File: src/rtl/data_sync_pkg.sv
// Shared types and sizing helpers for the data-synchronizer transmit arbiter.
package data_sync_pkg;

    // Transmit controller states.
    typedef enum logic [1:0] {
        IDLE     = 2'd0,
        SETUP    = 2'd1,
        WAIT_ACK = 2'd2,
        RELEASE  = 2'd3
    } state_t;

    // Default number of CLK cycles allowed per handshake phase.
    localparam int DEFAULT_TIMEOUT = 255;

    // Width of a requester index; at least one bit even for two requesters.
    function automatic int id_width(input int n);
        return (n <= 2) ? 1 : $clog2(n);
    endfunction

    // Width of the phase counter; it only has to reach timeout-1.
    function automatic int cnt_width(input int t);
        return (t <= 2) ? 1 : $clog2(t);
    endfunction

endpackage

File: src/rtl/data_sync_tx_arbiter_ack_bit_sync.sv
// Multi-flop synchronizer bringing the destination acknowledge into CLK.
module ack_bit_sync #(
    parameter int NUM_STAGES = 2
) (
    input  logic CLK,
    input  logic RST,
    input  logic d,
    output logic q
);

    logic [NUM_STAGES-1:0] stages;

    // Shift the asynchronous level through the flop chain, cleared on reset.
    always_ff @(posedge CLK or negedge RST) begin
        if (!RST) begin
            stages <= '0;
        end else begin
            stages <= {stages[NUM_STAGES-2:0], d};
        end
    end

    assign q = stages[NUM_STAGES-1];

endmodule

File: src/rtl/data_sync_tx_arbiter.sv
// Source-domain controller sharing one data-synchronizer channel among
// several requesters: round-robin arbitration, word capture, level enable
// and a 4-phase handshake against a synchronized destination acknowledge.
//
// Handshake: requester i holds req[i] high until it sees req_gnt[i]; the
// word is captured at the grant edge.  bus_enable rises one cycle after
// capture, stays high until the synchronized ack is seen (or the phase
// times out), and the channel is released once the ack has dropped again.
module data_sync_tx_arbiter
    import data_sync_pkg::*;
#(
    parameter int NUM_REQ     = 4,
    parameter int DATA_WIDTH  = 8,
    parameter int NUM_STAGES  = 2,
    parameter int TIMEOUT_CYC = DEFAULT_TIMEOUT
) (
    input  logic                            CLK,
    input  logic                            RST,
    input  logic [NUM_REQ-1:0]              req,
    input  logic [NUM_REQ*DATA_WIDTH-1:0]   req_data,
    output logic [NUM_REQ-1:0]              req_gnt,
    output logic [NUM_REQ-1:0]              req_done,
    output logic [NUM_REQ-1:0]              req_err,
    output logic [DATA_WIDTH-1:0]           unsync_bus,
    output logic [id_width(NUM_REQ)-1:0]    tx_id,
    output logic                            bus_enable,
    input  logic                            dst_ack,
    output logic                            busy
);

    localparam int IW = id_width(NUM_REQ);
    localparam int CW = cnt_width(TIMEOUT_CYC);
    localparam bit TO_EN = (TIMEOUT_CYC != 0);
    localparam logic [CW-1:0] CNT_LAST = CW'((TIMEOUT_CYC == 0) ? 0 : TIMEOUT_CYC - 1);
    localparam logic [IW-1:0] LAST_INIT = IW'(NUM_REQ - 1);

    state_t                 state;
    logic [IW-1:0]          last;
    logic [CW-1:0]          cnt;
    logic                   err_flag;
    logic                   ack_s;
    logic                   pick_valid;
    logic [IW-1:0]          pick_idx;
    logic [DATA_WIDTH-1:0]  pick_word;
    logic                   phase_expired;

    // Round-robin search: first set request after 'prev', wrapping around.
    // Returns {found, index}.
    function automatic logic [IW:0] rr_pick(input logic [NUM_REQ-1:0] r,
                                            input logic [IW-1:0]      prev);
        logic          found;
        logic [IW-1:0] idx;
        int            k;
        found = 1'b0;
        idx   = '0;
        for (int i = 1; i <= NUM_REQ; i++) begin
            k = (int'(prev) + i) % NUM_REQ;
            if (!found && r[k]) begin
                found = 1'b1;
                idx   = IW'(k);
            end
        end
        return {found, idx};
    endfunction

    // One-hot pulse vector for a requester index.
    function automatic logic [NUM_REQ-1:0] id_onehot(input logic [IW-1:0] id);
        return NUM_REQ'(1) << id;
    endfunction

    ack_bit_sync #(
        .NUM_STAGES (NUM_STAGES)
    ) u_ack_sync (
        .CLK (CLK),
        .RST (RST),
        .d   (dst_ack),
        .q   (ack_s)
    );

    // Arbitration result and the winner's word, evaluated every cycle.
    always_comb begin
        {pick_valid, pick_idx} = rr_pick(req, last);
        pick_word = req_data[pick_idx*DATA_WIDTH +: DATA_WIDTH];
    end

    // Current handshake phase has used up its cycle allowance.
    assign phase_expired = TO_EN && (cnt == CNT_LAST);

    // Transmit FSM with registered bus, id, enable and pulse outputs.
    always_ff @(posedge CLK or negedge RST) begin
        if (!RST) begin
            state      <= IDLE;
            last       <= LAST_INIT;
            cnt        <= '0;
            err_flag   <= 1'b0;
            unsync_bus <= '0;
            tx_id      <= '0;
            bus_enable <= 1'b0;
            req_gnt    <= '0;
            req_done   <= '0;
            req_err    <= '0;
        end else begin
            req_gnt  <= '0;
            req_done <= '0;
            req_err  <= '0;
            unique case (state)
                IDLE: begin
                    if (pick_valid) begin
                        req_gnt    <= id_onehot(pick_idx);
                        unsync_bus <= pick_word;
                        tx_id      <= pick_idx;
                        last       <= pick_idx;
                        state      <= SETUP;
                    end
                end
                // Data has been stable for one cycle before the enable edge.
                SETUP: begin
                    bus_enable <= 1'b1;
                    cnt        <= '0;
                    state      <= WAIT_ACK;
                end
                WAIT_ACK: begin
                    if (ack_s) begin
                        bus_enable <= 1'b0;
                        cnt        <= '0;
                        state      <= RELEASE;
                    end else if (phase_expired) begin
                        bus_enable <= 1'b0;
                        err_flag   <= 1'b1;
                        cnt        <= '0;
                        state      <= RELEASE;
                    end else if (cnt != '1) begin
                        cnt <= cnt + 1'b1;
                    end
                end
                RELEASE: begin
                    if (!ack_s) begin
                        if (err_flag) begin
                            req_err <= id_onehot(tx_id);
                        end else begin
                            req_done <= id_onehot(tx_id);
                        end
                        err_flag <= 1'b0;
                        cnt      <= '0;
                        state    <= IDLE;
                    end else if (phase_expired) begin
                        // Acknowledge stuck high: give the channel back anyway.
                        req_err  <= id_onehot(tx_id);
                        err_flag <= 1'b0;
                        cnt      <= '0;
                        state    <= IDLE;
                    end else if (cnt != '1) begin
                        cnt <= cnt + 1'b1;
                    end
                end
                default: begin
                    state <= IDLE;
                end
            endcase
        end
    end

    assign busy = (state != IDLE);

endmodule

File: config.mk
export PLATFORM = sky130hd
export DESIGN_NAME = data_sync_tx_arbiter
export DESIGN_NICKNAME = d
export VERILOG_FILES = /design/src/rtl/data_sync_pkg.sv /design/src/rtl/data_sync_tx_arbiter_ack_bit_sync.sv /design/src/rtl/data_sync_tx_arbiter.sv
export SDC_FILE = /design/constraint.sdc
export NUM_CORES = 1
export LEC_CHECK = 0
export CAP_MARGIN = 20
export CORE_MARGIN = 3
export CORE_UTILIZATION = 49
export CTS_CLUSTER_SIZE = 14
export DETAILED_ROUTE_END_ITERATION = 16
export PLACE_DENSITY_LB_ADDON = 0.08
export RECOVER_POWER = 50
export SETUP_SLACK_MARGIN = 0.05
export SYNTH_ARGS = -nofsm -noshare
export SYNTH_HDL_FRONTEND = slang
export SYNTH_SLANG_ARGS = --single-unit
File: constraint.sdc
create_clock -name CLK -period 2.9 [get_ports CLK]
set_clock_uncertainty 0.05 [all_clocks]
set_input_delay 0.87 -clock CLK [delete_from_list [all_inputs] [get_ports CLK]]
set_output_delay 0.87 -clock CLK [all_outputs]
set_load 0.1 [all_outputs]
# [After elaboration in Yosys (flattened, before gate mapping)]
# Index checks and enable logic that the tools add are counted.
[word_totals] out_inout_bits=24 ff_bits=38
[classes] n_reduce_logical=19 eq_ne=10 n_bitwise=4 n_shift=3 n_mux=47 addsub=5 order_cmp=4
[op_table] cell="$mux W4" count=9
[op_table] cell="$mux W8" count=4
[op_table] cell="$shiftx A32 B6 Y8" count=1
[op_table] cell="$pmux W8 S3" count=1
[op_table] cell="$mux W2" count=9
[op_table] cell="$mux W1" count=17
[op_table] cell="$lt A3 B4 Y1 const B" count=4
[op_table] cell="$add A8 B1 Y8 const B" count=1
[op_table] cell="$bmux W1 S2" count=4
[op_table] cell="$eq A8 B8 Y1 const B" count=1
[op_table] cell="$ne A8 B8 Y1 const B" count=1
[op_table] cell="$pmux W2 S4" count=1
[op_table] cell="$reduce_or A2 Y1" count=4
[op_table] cell="$shl A1 B2 Y4 const A" count=2
[op_table] cell="$ne A2 B2 Y1 const B" count=3
[op_table] cell="$reduce_bool A2 Y1" count=3
[op_table] cell="$add A2 B1 Y2 const B" count=2
[op_table] cell="$add A2 B2 Y2 const B" count=2
[op_table] cell="$and A1 B1 Y1 const A" count=4
[op_table] cell="$eq A2 B2 Y1 const B" count=2
[op_table] cell="$pmux W1 S2" count=2
[op_table] cell="$reduce_and A2 Y1" count=2
[op_table] cell="$reduce_and A4 Y1" count=1
[op_table] cell="$logic_and A1 B1 Y1" count=3
[op_table] cell="other kinds (7)" count=9

# [Depth between registers and ports, before layout]
[logic_depth] depth_word=19 mapped_depth=7 mapped_depth_nobuf=7

# [Hierarchy]
# A second synthesis with hierarchy kept.
[hier_totals] hier_cells=185 area_unflattened_um2=1948.1
[modules_own_cells] mod="data_sync_tx_arbiter" cells_each=183 n_inst=1 area_each_um2=1898.1 seq_area_each_um2=903.4
[modules_own_cells] mod="ack_bit_sync" cells_each=2 n_inst=1 area_each_um2=50.0 seq_area_each_um2=50.0

# [Worst setup path after synthesis]
# No wires, ideal clock.
[synth_timing] kind="in2reg" start="in req[3]" end="reg unsync_bus[0]" required_ns=2.718 stages=6 slack_ns=0.840 arrival_time_ns=1.878 cell_sequence="nand2b_1 > o21ai_2 > a211oi_2 > buf_4 > mux2i_1 > o221ai_2"
[synth_via] elab_chain_cells=14
[synth_rtl] element="from (decl)" line="data_sync_tx_arbiter.sv:19" source="input logic [NUM_REQ-1:0] req,"
[synth_rtl] element="$bmux W1 S2" line="data_sync_tx_arbiter.sv:58" source="if (!found && r[k]) begin"
[synth_rtl] element="$mux W1 (not written as such) (2 in a row)" line="data_sync_tx_arbiter.sv:58"
[synth_rtl] element="$mux W1" line="data_sync_tx_arbiter.sv:58"
[synth_rtl] element="$logic_not A1 Y1" line="data_sync_tx_arbiter.sv:58"
[synth_rtl] element="$logic_and A1 B1 Y1" line="data_sync_tx_arbiter.sv:58"
[synth_rtl] element="$mux W1" line="data_sync_tx_arbiter.sv:58"
[synth_rtl] element="$logic_not A1 Y1" line="data_sync_tx_arbiter.sv:58"
[synth_rtl] element="$logic_and A1 B1 Y1" line="data_sync_tx_arbiter.sv:58"
[synth_rtl] element="$mux W1" line="data_sync_tx_arbiter.sv:58"
[synth_rtl] element="$logic_not A1 Y1" line="data_sync_tx_arbiter.sv:58"
[synth_rtl] element="$logic_and A1 B1 Y1" line="data_sync_tx_arbiter.sv:58"
[synth_rtl] element="$mux W2 / $mux W1 (equally long branches)" line="data_sync_tx_arbiter.sv:58"
[synth_rtl] element="$shiftx A32 B6 Y8 / $reduce_and A2 Y1 (equally long branches)"
[synth_rtl] element="to (signal assigned)" line="data_sync_tx_arbiter.sv:110" source="unsync_bus <= pick_word;"
[synth_rtl] element="to (decl)" line="data_sync_tx_arbiter.sv:24" source="output logic [DATA_WIDTH-1:0] unsync_bus,"
# Parallel ways exist; a longest one is shown, timed or not. The select of a mux whose other input is x is not followed.
# A chain may end at the register's enable or synchronous reset.

# [Worst setup path after layout]
[layout_timing] start="reg state[1]" end="out busy"
[layout_via] elab_chain_cells=1
[layout_rtl] element="from (decl)" line="data_sync_tx_arbiter.sv:37" source="state_t state;"
[layout_rtl] element="from (signal assigned)" line="data_sync_tx_arbiter.sv:92" source="state <= IDLE;"
[layout_rtl] element="from (signal assigned)" line="data_sync_tx_arbiter.sv:113" source="state <= SETUP;"
[layout_rtl] element="from (signal assigned)" line="data_sync_tx_arbiter.sv:120" source="state <= WAIT_ACK;"
[layout_rtl] element="$reduce_bool A2 Y1" line="data_sync_tx_arbiter.sv:163" source="assign busy = (state != IDLE);"
[layout_rtl] element="to (decl)" line="data_sync_tx_arbiter.sv:28" source="output logic busy"
# No other way between the ends.

==> flow_metrics.tcl <==
set metrics [dict create \
    end_kind "output pin" \
    use_met2_pct 40.4 \
    place_inst 291 \
    finalMaxSlewViolations 39 \
    clock_path_buffers 2 \
    postCtsSetupBuffers 0 \
    hold_viol_final 0 \
    grt_use_total_pct 21.9 \
    finalCritPeriodShare_pct 86.9 \
    synth.avg_cell_area_um2 10.5 \
    cts_hold_buf 0 \
    synth_cells 181 \
    drt_iter0_drc 105 \
    yosys_warnings 0 \
    path_clk_slew_ps 80 \
    core_area_mm2 0.00372 \
    fin_crit_ps 2520 \
    grt_max_degree 39 \
    drive_above_1_share_pct 20.7 \
    yosysSeqAreaShare_pct 50.0 \
    dpl.hpwl_um 3550 \
    cts_root_buf "clkbuf_8" \
    first_pass_iters 4 \
    fmax_ghz 0.397 \
    clock-sinks 38 \
    grt_use_met1_pct 21.9 \
    maxCapViolCount 1 \
    hp-class "reg -> reg" \
    gp_congestion 0.765 \
    post_cts_resized 0 \
    rsz0062_at_grt "no" \
    diodes 0 \
    grt-busiest-layer "met2" \
    port_buffers 62 \
    worst_pin_slew_ps 1940 \
    synth_top_flop_cell "dfrtp_1" \
    synth_edf_count 0 \
    required_ps 1980 \
    holdWs_ps 298 \
    syn_to_final_growth_pct 38.9 \
    synth_seq_cells 38 \
    use_met3_pct 6.40 \
    ant_nets 0 \
    cts_buffers 5 \
    std_cell_rows 22 \
    drcViolationCount 0 \
    syn-num-nets 225 \
    wirelength_um 4660 \
    via_count 1661 \
    crit_fanout 11 \
    stdcell_count 299 \
    status "finished with violations" \
    leakage_nw 1.24 \
    insertion_delay_ps 290 \
    violations "capacitance limit, slew limit" \
    htree_levels 2 \
    wl_per_cell_um 15.6 \
    slew_headroom_pct -29.4 \
    viasPerCell 5.56 \
    setup_viol 0 \
    die_x_um 68.4 \
    arrival_ps 1600 \
    worstSetupPathType "reg -> out" \
    nets 294 \
    die_area_mm2 0.00468 \
    ys_types 36 \
    syn_area_mm2 0.00191 \
    ir_worst_vdd_uv 611 \
    async_flop_share_pct 100 \
    grt_pass1_vias 1652 \
    fp.dieH_um 68.4 \
    total_power_w 0.00295 \
    cp-start-kind "flip-flop" \
    start_util_pct 51.3 \
    cts_tree "built" \
    fillers 278 \
    grt_overflow_total 0 \
    antenna_found_initial 0 \
    io-pin-count 63 \
    p_per_area_mw_per_mm2 1110 \
    grt_first_pass_wirelength_um 7420 \
    tns_ps 0 \
    finish.utilization_pct 71.3 \
]
[worst paths after layout]
path                                      start              endpoint  slack, ps  cells past startpoint
max                                    state[1]                  busy        380                      4
min                        u_ack_sync.stages[0]  u_ack_sync.stages[1]        300                      0
max reg2reg                            state[1]         unsync_bus[4]        710                      7
min reg2reg                u_ack_sync.stages[0]  u_ack_sync.stages[1]        300                      0
max in group asynchronous                   RST         unsync_bus[5]        620                      1
min in group asynchronous                   RST            req_err[2]       1060                      1
[layout make-up]
class,count,area [µm²],area share [%]
clock buffers,6,82.6,3.12
clock inverters,2,12.5,0.472
inverters,12,45.0,1.70
multi-input cells,125,872,32.9
flip-flops and latches,38,953,36.0
well taps,48,60.1,2.27
repair buffers,68,624,23.6
[routing by layer]
layer  vias up  part of all wire, %  wire, µm
met5         -                    0         0
met4         0                  2.6       121
met3        11                  6.2       288
met2        67                   55      2550
met1       795                   36      1700
li1        788                    -         -
[layout by cell type, fill, tap and decap left out, drive strengths merged]
cell and count:
nor4 3, buf 30, clkdlybuf4s50 36, mux2i 19, clkinvlp 1, o221ai 8, a211oi 1, nor3 5
nand3 4, o31ai 1, a41oi 1, a31oi 4, nor2 19, clkbuf 7, nand2b 7, o22a 2
a21oi 13, dfrtp 36, clkinv 1, o21a 1, or3 1, nand4 2, dlygate4sd3 1, o21ba 1
or2 1, o32a 1, inv 12, nand2 16, o22ai 4, dfstp 2, ha 5, o21ai 5
maj3 1
[flip-flops by register name, indices dropped and copies added (netlist names)]
name and count:
bus_enable 1, cnt 8, err_flag 1, last 2, req_done 4, req_err 4, req_gnt 4, state 2
tx_id 2, u_ack_sync.stages 2, unsync_bus 8
[cell families (layout without fill, tap and decap cells)]
| logic type | Yosys count | in the layout | synth area share (%) |
|---|---|---|---|
| AO/OA/AOI/OAI | 42 | 42 | 17.4 |
| adder cells (fa/ha/maj) | 6 | 6 | 3.80 |
| buffers and inverters | 18 | 88 | 4.59 |
| flip-flops | 38 | 38 | 50.0 |
| multiplexers | 19 | 19 | 9.97 |
| AND/OR/NAND/NOR | 58 | 58 | 14.3 |
[where the power goes]
part | total [W] | internal [W] | switching (W)
combinational | 0.00177 | 0.000522 | 0.00125
sequential | 0.000797 | 0.000680 | 0.000117
clock | 0.000381 | 0.000191 | 0.000190
[synthesized netlist by cell type (3+ instances only)]
| master | count | area [µm²] |
|---|---|---|
| nand2_1 | 16 | 60.1 |
| nor3_1 | 5 | 25.0 |
| o221ai_2 | 7 | 105 |
| nor2_1 | 18 | 67.6 |
| mux2i_1 | 19 | 190 |
| ha_1 | 5 | 62.6 |
| nor4_1 | 3 | 18.8 |
| dfrtp_1 | 36 | 901 |
| a21oi_1 | 13 | 65.1 |
| a31oi_1 | 4 | 25.0 |
| nand3_1 | 4 | 20.0 |
| inv_1 | 11 | 41.3 |
| o21ai_0 | 4 | 20.0 |
| o22ai_1 | 4 | 25.0 |
| buf_4 | 3 | 22.5 |
| nand2b_1 | 7 | 43.8 |
[stage by stage]
step / setup WS, ps / cell area [µm²]
after global placement: 287 / 2560
final: 379 / 2650
after global routing: 224 / 2650
after floorplan: 840 / 1910
after CTS: 390 / 2650
after detailed placement: 219 / 2560
[critical path: stages, from the launching register on]
cell	delay, ps
dfrtp_1	420
inv_1	100
ha_1	400
inv_2	180
buf_12	210
Power figures use the tool's default switching activity.
